==> src/rtl/mesi_isc_mon_pkg.sv <==
// Shared types, MESI/controller encodings and helpers for the coherence monitor.
package mesi_isc_mon_pkg;

  localparam int unsigned MESI_W = 4;

  // Encodings mirror the mesi_isc test-bench defines
  localparam logic [3:0] MESI_M = 4'b1001;
  localparam logic [3:0] MESI_E = 4'b0101;
  localparam logic [3:0] MESI_S = 4'b0011;
  localparam logic [3:0] MESI_I = 4'b0000;

  localparam logic [2:0] M_STATE_IDLE     = 3'd0;
  localparam logic [2:0] M_STATE_WR_CACHE = 3'd1;
  localparam logic [3:0] C_STATE_IDLE     = 4'd0;

  localparam logic [3:0] INS_NOP = 4'd0;
  localparam logic [3:0] INS_WR  = 4'd1;

  typedef enum logic [1:0] {
    VIOL_NONE        = 2'd0,
    VIOL_MULTI_OWNER = 2'd1,
    VIOL_ILLEGAL_ENC = 2'd2,
    VIOL_WR_TIMEOUT  = 2'd3
  } viol_code_t;

  typedef enum logic {
    TRK_IDLE  = 1'b0,
    TRK_ARMED = 1'b1
  } trk_state_t;

  typedef struct packed {
    viol_code_t  code;
    logic [3:0]  line;
    logic [1:0]  cpu;
  } viol_rec_t;

  typedef struct packed {
    logic       hit;
    viol_rec_t  rec;
  } line_res_t;

  function automatic logic is_owner(input logic [3:0] st);
    return (st == MESI_M) || (st == MESI_E);
  endfunction

  function automatic logic is_legal(input logic [3:0] st);
    return (st == MESI_M) || (st == MESI_E) || (st == MESI_S) || (st == MESI_I);
  endfunction

endpackage

==> src/rtl/mesi_isc_mon_wr_tracker.sv <==
// CPU0 write-hit latency tracker: arms on a write to an owned line, times the
// wait for WR_CACHE and flags a timeout.
module mesi_isc_mon_wr_tracker
  import mesi_isc_mon_pkg::*;
#(
  parameter int unsigned NUM_LINES  = 10,
  parameter int unsigned WR_TIMEOUT = 64,
  parameter int unsigned CNT_W      = 16
) (
  input  logic                          clk,
  input  logic                          rst,
  input  logic                          i_en,
  input  logic [MESI_W*NUM_LINES-1:0]   i_state_cpu0,
  input  logic [3:0]                    i_c_state,
  input  logic [2:0]                    i_m_state,
  input  logic [3:0]                    i_tb_ins,
  input  logic [3:0]                    i_tb_ins_addr,
  output logic                          o_done_c,
  output logic                          o_timeout_c,
  output logic [CNT_W-1:0]              o_lat_c,
  output logic [3:0]                    o_addr_c
);

  trk_state_t        r_state;
  trk_state_t        w_state_next;
  logic [CNT_W-1:0]  r_lat_cnt;
  logic [CNT_W-1:0]  w_lat_next;
  logic [3:0]        r_addr;
  logic [3:0]        w_addr_next;
  logic [MESI_W-1:0] w_sel_state;
  logic              w_addr_ok;
  logic              w_trig;

  // Out-of-range addresses select nothing and can never trigger
  always_comb begin
    w_sel_state = MESI_I;
    for (int i = 0; i < int'(NUM_LINES); i++) begin
      if (i_tb_ins_addr == 4'(i)) w_sel_state = i_state_cpu0[MESI_W*i +: MESI_W];
    end
  end

  assign w_addr_ok = 32'(i_tb_ins_addr) < NUM_LINES;
  assign w_trig    = w_addr_ok && is_owner(w_sel_state) && (i_tb_ins == INS_WR) &&
                     (i_c_state == C_STATE_IDLE) && (i_m_state == M_STATE_IDLE);

  always_ff @(posedge clk or negedge rst) begin
    if (!rst) begin
      r_state   <= TRK_IDLE;
      r_lat_cnt <= '0;
      r_addr    <= '0;
    end else begin
      r_state   <= w_state_next;
      r_lat_cnt <= w_lat_next;
      r_addr    <= w_addr_next;
    end
  end

  always_comb begin
    w_state_next = r_state;
    w_lat_next   = r_lat_cnt;
    w_addr_next  = r_addr;
    o_done_c     = 1'b0;
    o_timeout_c  = 1'b0;
    case (r_state)
      TRK_IDLE: begin
        if (i_en && w_trig) begin
          w_state_next = TRK_ARMED;
          w_lat_next   = CNT_W'(1);
          w_addr_next  = i_tb_ins_addr;
        end
      end
      TRK_ARMED: begin
        if (!i_en) begin
          w_state_next = TRK_IDLE;
        end else if (i_m_state == M_STATE_WR_CACHE) begin
          o_done_c     = 1'b1;
          w_state_next = TRK_IDLE;
        end else if (r_lat_cnt == CNT_W'(WR_TIMEOUT)) begin
          o_timeout_c  = 1'b1;
          w_state_next = TRK_IDLE;
        end else begin
          w_lat_next = r_lat_cnt + CNT_W'(1);
        end
      end
      default: w_state_next = TRK_IDLE;
    endcase
  end

  assign o_lat_c  = r_lat_cnt;
  assign o_addr_c = r_addr;

endmodule

==> src/rtl/mesi_isc_coherence_monitor.sv <==
// Coherence monitor: registers the four CPUs' MESI arrays, checks each line for
// single-owner and encoding violations, and reports first/count/latency results.
module mesi_isc_coherence_monitor
  import mesi_isc_mon_pkg::*;
#(
  parameter int unsigned NUM_LINES  = 10,
  parameter int unsigned WR_TIMEOUT = 64,
  parameter int unsigned CNT_W      = 16
) (
  input  logic                         clk,
  input  logic                         rst,
  input  logic                         en,
  input  logic                         clr,
  input  logic [MESI_W*NUM_LINES-1:0]  state_cpu0,
  input  logic [MESI_W*NUM_LINES-1:0]  state_cpu1,
  input  logic [MESI_W*NUM_LINES-1:0]  state_cpu2,
  input  logic [MESI_W*NUM_LINES-1:0]  state_cpu3,
  input  logic [3:0]                   c_state,
  input  logic [2:0]                   m_state,
  input  logic [3:0]                   tb_ins,
  input  logic [3:0]                   tb_ins_addr,
  output logic                         viol_valid,
  output logic [1:0]                   viol_code,
  output logic [3:0]                   viol_line,
  output logic [1:0]                   viol_cpu,
  output logic                         first_valid,
  output logic [1:0]                   first_code,
  output logic [3:0]                   first_line,
  output logic [1:0]                   first_cpu,
  output logic [CNT_W-1:0]             viol_cnt,
  output logic                         wr_lat_valid,
  output logic [CNT_W-1:0]             wr_lat,
  output logic [CNT_W-1:0]             wr_lat_max
);

  localparam int unsigned NUM_CPU = 4;
  localparam int unsigned SV_W    = MESI_W * NUM_LINES;

  logic [NUM_CPU-1:0][SV_W-1:0]   r_state;
  logic [3:0]                     r_c_state;
  logic [2:0]                     r_m_state;
  logic [3:0]                     r_tb_ins;
  logic [3:0]                     r_tb_ins_addr;

  logic [NUM_CPU-1:0][MESI_W-1:0] w_st;
  line_res_t                      w_res;
  logic                           w_line_hit;
  viol_rec_t                      w_line_rec;

  logic                           w_trk_done;
  logic                           w_trk_to;
  logic [CNT_W-1:0]               w_trk_lat;
  logic [3:0]                     w_trk_addr;

  logic                           w_line_evt;
  logic                           w_evt;
  viol_rec_t                      w_to_rec;
  viol_rec_t                      w_viol_rec;
  viol_rec_t                      w_first_rec;
  logic [CNT_W-1:0]               w_cnt_base;
  logic [CNT_W:0]                 w_cnt_sum;
  logic [CNT_W-1:0]               w_cnt_next;
  logic [CNT_W-1:0]               w_max_base;
  logic [CNT_W-1:0]               w_max_next;

  // Stage 1: input capture
  always_ff @(posedge clk or negedge rst) begin
    if (!rst) begin
      r_state       <= '0;
      r_c_state     <= '0;
      r_m_state     <= '0;
      r_tb_ins      <= '0;
      r_tb_ins_addr <= '0;
    end else begin
      r_state       <= {state_cpu3, state_cpu2, state_cpu1, state_cpu0};
      r_c_state     <= c_state;
      r_m_state     <= m_state;
      r_tb_ins      <= tb_ins;
      r_tb_ins_addr <= tb_ins_addr;
    end
  end

  // Illegal encoding overrides multi-owner; the lowest offending CPU is named
  function automatic line_res_t check_line(input logic [NUM_CPU-1:0][MESI_W-1:0] st,
                                           input logic [3:0] line);
    line_res_t res;
    logic      other;
    res = '0;
    for (int c = int'(NUM_CPU) - 1; c >= 0; c--) begin
      other = 1'b0;
      for (int d = 0; d < int'(NUM_CPU); d++) begin
        if ((d != c) && (st[d] != MESI_I)) other = 1'b1;
      end
      if (is_owner(st[c]) && other) begin
        res.hit      = 1'b1;
        res.rec.code = VIOL_MULTI_OWNER;
        res.rec.cpu  = 2'(c);
      end
    end
    for (int c = int'(NUM_CPU) - 1; c >= 0; c--) begin
      if (!is_legal(st[c])) begin
        res.hit      = 1'b1;
        res.rec.code = VIOL_ILLEGAL_ENC;
        res.rec.cpu  = 2'(c);
      end
    end
    res.rec.line = line;
    return res;
  endfunction

  // Scan downward so the lowest violating line is the one kept
  always_comb begin
    w_line_hit = 1'b0;
    w_line_rec = '0;
    w_st       = '0;
    w_res      = '0;
    for (int l = int'(NUM_LINES) - 1; l >= 0; l--) begin
      for (int c = 0; c < int'(NUM_CPU); c++) w_st[c] = r_state[c][MESI_W*l +: MESI_W];
      w_res = check_line(w_st, 4'(l));
      if (w_res.hit) begin
        w_line_hit = 1'b1;
        w_line_rec = w_res.rec;
      end
    end
  end

  mesi_isc_mon_wr_tracker #(
    .NUM_LINES  (NUM_LINES),
    .WR_TIMEOUT (WR_TIMEOUT),
    .CNT_W      (CNT_W)
  ) u_wr_tracker (
    .clk           (clk),
    .rst           (rst),
    .i_en          (en),
    .i_state_cpu0  (r_state[0]),
    .i_c_state     (r_c_state),
    .i_m_state     (r_m_state),
    .i_tb_ins      (r_tb_ins),
    .i_tb_ins_addr (r_tb_ins_addr),
    .o_done_c      (w_trk_done),
    .o_timeout_c   (w_trk_to),
    .o_lat_c       (w_trk_lat),
    .o_addr_c      (w_trk_addr)
  );

  // Line violations own viol_*; a coincident timeout still claims first_*
  assign w_line_evt  = en && w_line_hit;
  assign w_evt       = w_line_evt || w_trk_to;
  assign w_to_rec    = '{code: VIOL_WR_TIMEOUT, line: w_trk_addr, cpu: 2'd0};
  assign w_viol_rec  = w_line_evt ? w_line_rec : w_to_rec;
  assign w_first_rec = w_trk_to ? w_to_rec : w_line_rec;

  assign w_cnt_base  = clr ? '0 : viol_cnt;
  assign w_cnt_sum   = (CNT_W+1)'(w_cnt_base) + (CNT_W+1)'(w_line_evt) + (CNT_W+1)'(w_trk_to);
  assign w_cnt_next  = w_cnt_sum[CNT_W] ? '1 : w_cnt_sum[CNT_W-1:0];
  assign w_max_base  = clr ? '0 : wr_lat_max;
  assign w_max_next  = (w_trk_done && (w_trk_lat > w_max_base)) ? w_trk_lat : w_max_base;

  // Stage 2: registered results
  always_ff @(posedge clk or negedge rst) begin
    if (!rst) begin
      viol_valid   <= 1'b0;
      viol_code    <= '0;
      viol_line    <= '0;
      viol_cpu     <= '0;
      first_valid  <= 1'b0;
      first_code   <= '0;
      first_line   <= '0;
      first_cpu    <= '0;
      viol_cnt     <= '0;
      wr_lat_valid <= 1'b0;
      wr_lat       <= '0;
      wr_lat_max   <= '0;
    end else begin
      viol_valid <= w_evt;
      {viol_code, viol_line, viol_cpu} <= w_evt ? w_viol_rec : '0;
      if ((clr || !first_valid) && w_evt) begin
        first_valid <= 1'b1;
        {first_code, first_line, first_cpu} <= w_first_rec;
      end else if (clr) begin
        first_valid <= 1'b0;
        first_code  <= '0;
        first_line  <= '0;
        first_cpu   <= '0;
      end
      viol_cnt     <= w_cnt_next;
      wr_lat_valid <= w_trk_done;
      if (w_trk_done) wr_lat <= w_trk_lat;
      wr_lat_max   <= w_max_next;
    end
  end

endmodule

==> config.mk <==
export PLATFORM = sky130hd
export DESIGN_NAME = mesi_isc_coherence_monitor
export DESIGN_NICKNAME = d
export VERILOG_FILES = /design/src/rtl/mesi_isc_mon_pkg.sv /design/src/rtl/mesi_isc_mon_wr_tracker.sv /design/src/rtl/mesi_isc_coherence_monitor.sv
export SDC_FILE = /design/constraint.sdc
export NUM_CORES = 1
export LEC_CHECK = 0
export ABC_CLOCK_PERIOD_IN_PS = 5200
export CORE_AREA = 4 4 162 204
export DETAILED_ROUTE_END_ITERATION = 6
export DIE_AREA = 0 0 166 208
export GPL_TIMING_DRIVEN = 0
export SLEW_MARGIN = 20
export SYNTH_ARGS = -nofsm -noshare
export SYNTH_HDL_FRONTEND = slang
export SYNTH_SLANG_ARGS = --single-unit
==> constraint.sdc <==
create_clock -name clk -period 5.2 [get_ports clk]
set_input_delay 0.52 -clock clk [delete_from_list [all_inputs] [get_ports clk]]
set_output_delay 0.52 -clock clk [all_outputs]
set_load 0.005 [all_outputs]
; After elaboration in Yosys (flattened, before gate mapping)
; Cells that the tools add are included.
[totals]
register_bits = 263
in_bits = 179
[classes]
addsub = 3
n_lt_le_gt_ge = 2
eq_ne = 138
n_mux = 311
n_bitwise = 1
reduce_logical = 258
[ops]
columns = cell, n
row1 = 3-bit two-way mux, 80
row2 = 4-bit by 3-bit == test with 1-bit output (second input constant), 45
row3 = 4-bit == test (second input constant), 43
row4 = 4-bit by 2-bit == test with 1-bit output (second input constant), 42
row5 = 4-bit logical NOT, 42
row6 = 2-bit two-way mux, 83
row7 = 4-bit nonzero test, 40
row8 = 16-bit two-way mux, 8
row9 = 1-bit logical OR, 123
row10 = 1-bit two-way mux, 113
row11 = 8-bit two-way mux, 13
row12 = 1-bit logical AND, 48
row13 = 4-bit two-way mux, 12
row14 = 16-bit case mux with 2 select lines, 1
row15 = 16-bit by 1-bit adder with 17-bit output, 1
row16 = 17-bit by 1-bit adder with 17-bit output, 1
row17 = 16-bit by 1-bit adder with 16-bit output (second input constant), 1
row18 = 16-bit by 7-bit == test with 1-bit output (second input constant), 1
row19 = 16-bit > comparator, 1
row20 = 4-bit by 1-bit == test with 1-bit output (second input constant), 2
row21 = 2-bit inequality test (second input constant), 3
row22 = 4-bit less-than comparator (second input constant), 1
row23 = 4-bit AND reduction, 1
row24 = 3-bit by 1-bit == test with 1-bit output (second input constant), 1
row25 = 7 further kinds, 7

; Longest topological paths before layout
[depth]
depth_word = 27
mapped_depth = 16
ltp_nobuf = 15

; Hierarchy
; Synthesis repeated with hierarchy kept, for this count alone.
[hier_totals]
cells_unflattened = 1224
area_unflattened_um2 = 13122.6
[modules_own_cells]
columns = module, instances, cells_per_inst, area_per_inst_um2, seq_area_each_um2
row1 = mesi_isc_coherence_monitor, 1, 1035, 11514.8, 6055.8
row2 = mesi_isc_mon_wr_tracker, 1, 189, 1607.8, 525.5

; Least setup slack after synthesis
; Ideal clock, no wire load.
[synth_path]
kind = flip-flop to flip-flop
from = register r_state[37] in the netlist's numbering
to = register viol_cnt[13]
arrival_ns = 3.814
path_slack_ns = 1.245
path_stages_with_launch = 16
path_buffers = 1
period_less_slack_ns = 3.955
cell_sequence = dfrtp_1 -> or4_1 -> o211a_2 -> or4_4 -> or4b_4 -> nor2_4 -> nand4_2 -> nand2_1 -> fa_1 -> inv_1 -> ha_1 -> nand3_1 -> nor3_1 -> nand4b_1 -> clkbuf_1 -> o21ai_0
[synth_between]
elab_chain_cells = 27
word_cells_on_any_way = 40
cone_classes = add/sub (2) / eq/ne (3) / mux (25) / reduce/logical (10)
[synth_rtl]
columns = item, line_no
row1 = start: declaration, mesi_isc_coherence_monitor.sv:39  ; logic [NUM_CPU-1:0][SV_W-1:0] r_state;
row2 = start signal: assignment, mesi_isc_coherence_monitor.sv:75  ; r_state <= {state_cpu3, state_cpu2, state_cpu1, state_cpu0};
row3 = 4-bit nonzero test, -
row4 = 1-bit two-way mux (3 in series), mesi_isc_coherence_monitor.sv:92  ; if ((d != c) && (st[d] != MESI_I)) other = 1'b1;
row5 = 1-bit logical AND, mesi_isc_coherence_monitor.sv:94  ; if (is_owner(st[c]) && other) begin
row6 = 3-bit two-way mux (4 in series), mesi_isc_coherence_monitor.sv:94
row7 = 3-bit two-way mux (3 in series), mesi_isc_coherence_monitor.sv:101  ; if (!is_legal(st[c])) begin
row8 = 3-bit two-way mux *, mesi_isc_coherence_monitor.sv:101
row9 = 1-bit two-way mux * (10 in series), mesi_isc_coherence_monitor.sv:120  ; if (w_res.hit) begin
row10 = 1-bit logical AND *, mesi_isc_coherence_monitor.sv:147  ; assign w_line_evt = en && w_line_hit;
row11 = 16-bit by 1-bit adder with 17-bit output *, mesi_isc_coherence_monitor.sv:154  ; assign w_cnt_sum = (CNT_W+1)'(w_cnt_base) + (CNT_W+1)'(w_line_evt) + (CNT_W+1)'(w_trk_to);
row12 = 17-bit by 1-bit adder with 17-bit output *, mesi_isc_coherence_monitor.sv:154
row13 = 16-bit two-way mux *, mesi_isc_coherence_monitor.sv:155  ; assign w_cnt_next = w_cnt_sum[CNT_W] ? '1 : w_cnt_sum[CNT_W-1:0];
row14 = via w_cnt_next[13], mesi_isc_coherence_monitor.sv:62  ; logic [CNT_W-1:0] w_cnt_next;
row15 = end signal: assignment, mesi_isc_coherence_monitor.sv:186  ; viol_cnt <= w_cnt_next;
row16 = end: declaration, mesi_isc_coherence_monitor.sv:30  ; output logic [CNT_W-1:0] viol_cnt,
; The timed path passes the listed nets; every way through them passes the cells marked *.
; A chain may end at the register's enable or synchronous reset.

; Worst setup path in the final report
[layout_path]
from = register r_state[145] in the netlist's numbering
to = register viol_cnt[5]
[layout_between]
elab_chain_cells = 22
word_cells_on_any_way = 34
cone_classes = add/sub (2) / eq/ne (3) / mux (19) / reduce/logical (10)
[layout_rtl]
columns = item, line_no
row1 = 4-bit == test or 4-bit by 3-bit == test with 1-bit output (tied branches), "mesi_isc_mon_pkg.sv:43, mesi_isc_mon_pkg.sv:47"
row2 = 1-bit logical OR, "mesi_isc_mon_pkg.sv:43, mesi_isc_mon_pkg.sv:47"
row3 = 1-bit logical AND, mesi_isc_coherence_monitor.sv:94
row4 = 3-bit two-way mux (4 in series), mesi_isc_coherence_monitor.sv:94
row5 = 3-bit two-way mux * (4 in series), mesi_isc_coherence_monitor.sv:101
row6 = 1-bit two-way mux * (7 in series), mesi_isc_coherence_monitor.sv:120
row7 = 1-bit logical AND *, mesi_isc_coherence_monitor.sv:147
row8 = 16-bit by 1-bit adder with 17-bit output *, mesi_isc_coherence_monitor.sv:154
row9 = 17-bit by 1-bit adder with 17-bit output *, mesi_isc_coherence_monitor.sv:154
row10 = 16-bit two-way mux *, mesi_isc_coherence_monitor.sv:155
row11 = via w_cnt_next[5], mesi_isc_coherence_monitor.sv:62
; Marked as above.

==> results by group <==
Run status
  • Status: complete, no violations

GRT
  • Total global routing overflow: 0
  • GRT Total Usage: between 10% and 20%
  • Largest net degree at the start of global routing: 89
  • Vias in the first global route: 9895
  • First-pass GRT wire length: ~51 mm
  • Initial antenna violation count: 2

Die
  • Rows: 73
  • # IOs: 246
  • Die area: 0.0345 mm2
  • Core area: ~0.031 mm2
  • Initial Utilization: 39.3%
  • Die Y: 208 um
  • Die width: 166 um

Timing
  • Max Fclk: 0.214 GHz
  • Period utilisation layout: 89.8%
  • Endpoints failing setup: 0
  • Least-Margin Pin Slew: around 1.0 ns
  • Final Hold Viols: 0
  • Worst Clk Skew: 0.00898 ns
  • Rel. slew slack: 32.9%
  • WHS: between 0.4 and 0.5 ns
  • RSZ-0062 raised after global routing: no
  • Pins Over Slew Limit: 0
  • Min cycle time layout: 4.67 ns

CTS
  • Clock Pin Slew Worst Setup and Hold Paths: 0.06 ns
  • Post-CTS setup buffer count: 0
  • CTS sink cnt: 263
  • Num CTS Buffers: 28
  • Clock Latency Late Sink: 0.54 ns
  • CTS tree: built
  • CTS max path bufs: 3
  • CTS Root Cell: clkbuf_16
  • # H-tree levels: 1

Pwr
  • Cell area power density: 289 mW/mm2
  • Peak VDD IR: 0.000275 V
  • Leakage: roughly 6.6 nW

Yosys
  • Cells after Synth: 1076
  • Post-Synth Adder-Cell Area: 2.09%
  • Mapped Nets: roughly 1.3k
  • Compound-cell area share of the yosys netlist: 12.8%
  • Post-synthesis mux area share: 4.35%
  • Main combinational cell family by area after synthesis: simple AND/OR/NAND/NOR gates
  • Synth top area cells: dfrtp_1 53%, xnor2_1 3.4%, nand2b_1 2.9%
  • Ys Warns: 0
  • Synth Area in Simple Gates: 21.0%
  • Post-synthesis register bit count: around 260
  • Commonest register cell after synthesis: dfrtp_1
  • Post-synth EDFFs: 0
  • Distinct cells, synth: 77
  • Synth Area per Inst: 11.4 um2
  • Mapped Area: 0.0123 mm2
  • Post-Synth XOR/XNOR Area: 5.05%
  • Seq/Total Area, Yosys: 53.5%
  • Synth area leader: dfrtp_1
  • Ys async rst share: 100%
  • Top-area cell type share of the netlist area: a little over half

Critical path
  • Crit path launch type: register
  • Crit path max fanout: 10
  • Worst Path Required: around 5.6 ns
  • Reg2reg path depth: 14
  • Reg2reg start: r_state[145]
  • Critical path capture point type: register
  • Arr. time, crit path: 5.07 ns
  • Setup crit start: r_state[145]
  • CP Class: register to register

Routing
  • DRT iter0 DRCs: 534
  • Routed vias: 9530
  • Drt pass-1 iters: 4
  • Post-route ant nets: 0
  • Drc violations: 0
  • Detailed Route WL: 31.3 mm
  • WL/cell: 17.5 um
  • DR vias/cell: between 5 and 6

Finish
  • Fin nets: 1554
  • FILL cells: around 2.8k
  • Share of layout cells above drive strength 1: 7.64%
  • Final core utilization: 52.3%
  • Commonest non-fill, non-tap cell in the layout: dfrtp_1
  • Reg area: approximately 0.0066 mm2
  • N_diodes: 0
  • P&R area growth vs syn: 33.2%
  • Commonest non-fill, non-tap cells in the layout: 263 x dfrtp_1, 243 x clkdlybuf4s50_1, 70 x nor2_1
  • Multi-input logic area: 0.00560 mm2

Hold path
  • Hold path startpoint: c_state[2]
  • Type of the worst min-delay path: primary input to register
  • Worst hold path depth: 1

Placement
  • Routability congestion estimate: 0.832
  • I/O Buffers: 244
  • DP HPWL: 25.1 mm

Flow run
  • Max-cap violations: 0
[per-layer routing]
layer / wire length, um / GRT usage, %
met4: 671 / 4.75
met2: 16300 / 32.8
met3: 1720 / 3.78
met5: 28 / 0
met1: 12600 / 21.8
[worst max-delay path, cell delays in order (launching register included)]
cell,delay (ns)
dfrtp_1,0.40
or4_1,0.58
a221oi_1,0.56
or4bb_1,0.54
nor2_2,0.35
nand4_2,0.22
nand2_1,0.35
fa_1,0.28
inv_1,0.05
ha_1,0.20
nand3_1,0.21
nor3_1,0.16
nand4b_1,0.23
clkbuf_2,0.27
o21ai_0,0.11
[synth_stat cells, drive strengths merged, types with 4 or more instances]
library cell,instances
or4bb,18
and2,7
o31ai,4
o211a,9
o21a,10
nand2,59
clkbuf,12
mux2,22
o21ai,34
a211oi,9
o211ai,24
dfrtp,263
nor2,72
xnor2,48
or4,30
o311ai,9
mux2i,22
a21o,5
nand4,13
a21oi,23
a21boi,5
nand3,19
ha,19
nand2b,58
o31a,5
xor2,23
inv,27
a211o,6
a311oi,27
nor4,48
and3,7
nor3,17
nor2b,32
a31oi,8
and4,5
nor4bb,17
[flip-flops by register name, indices dropped and copies added, names as in the netlist, 2 cells and up]
register               cells
first_code                 2
first_cpu                  2
first_line                 4
r_c_state                  4
r_m_state                  3
r_state                  160
r_tb_ins                   4
r_tb_ins_addr              4
u_wr_tracker.o_addr_c      4
u_wr_tracker.o_lat_c      16
viol_cnt                  16
viol_code                  2
viol_cpu                   2
viol_line                  4
wr_lat                    16
wr_lat_max                16
[what timing repair did]
| item | in CTS | in global routing |
|---|---|---|
| hold endpoints to repair | 46 | 0 |
| resized for setup | 1 | 7 |
| endpoints found under the setup margin | 10 | 10 |
| hold buffers | 1 | 0 |
[where the power goes]
group / switching, mW / total, mW / internal (mW) / leakage (nW)
Sequential: 0.0750 / 2.20 / 2.12 / 3.21
Combinational: 0.204 / 0.455 / 0.251 / 2.86
Clock: 0.772 / 2.08 / 1.31 / 0.489
Total: 1.05 / 4.73 / 3.68 / 6.56
[final timing paths]
check                               end  slack, ns
setup / recovery            viol_cnt[5]       0.53
hold / removal             r_c_state[2]       0.41
setup reg to reg            viol_cnt[5]       0.53
hold reg to reg            first_cpu[1]       0.49
max in group asynchronous  r_state[131]       3.73
min in group asynchronous   r_state[66]       0.47
[cell families after synthesis]
kind of cell	after synthesis
AOI/OAI and AO/OA	212
xor gates and xnor gates	71
adders and majority gates	20
buffers and inverters	42
DFF	263
muxes	47
and+or+nand+nor	421
[stage by stage]
| stage | TNS (ns) | instance area [um2] | worst slack, ns | power (mW) | cells |
|---|---|---|---|---|---|
| 4_1_cts | 0 | 16400 | 0.242 | 4.80 | 1786 |
| 3_5_place_dp | -0.453 | 15400 | -0.0871 | 2.69 | 1736 |
| 5_1_grt | 0 | 16400 | 0.0692 | 4.95 | 1786 |
| 6_report | 0 | 16400 | 0.531 | 4.73 | 1786 |
| 3_3_place_gp | -1928.52 | 15300 | -7.35 | 2.68 | 1732 |
| 2_1_floorplan | 0 | 12300 | 1.25 | 2.42 | 1076 |
[cell type report]
cell class	count	share of cell area [%]
Multi-Input combinational cell	771	34.2
Inverter	28	0.641
Tap cell	412	3.14
Buffer	14	0.374
Clock buffer	40	5.10
Sequential cell	263	40.1
Timing Repair Buffer	249	15.6
Clock inverter	9	0.885
Power figures use the tool's default switching activity.
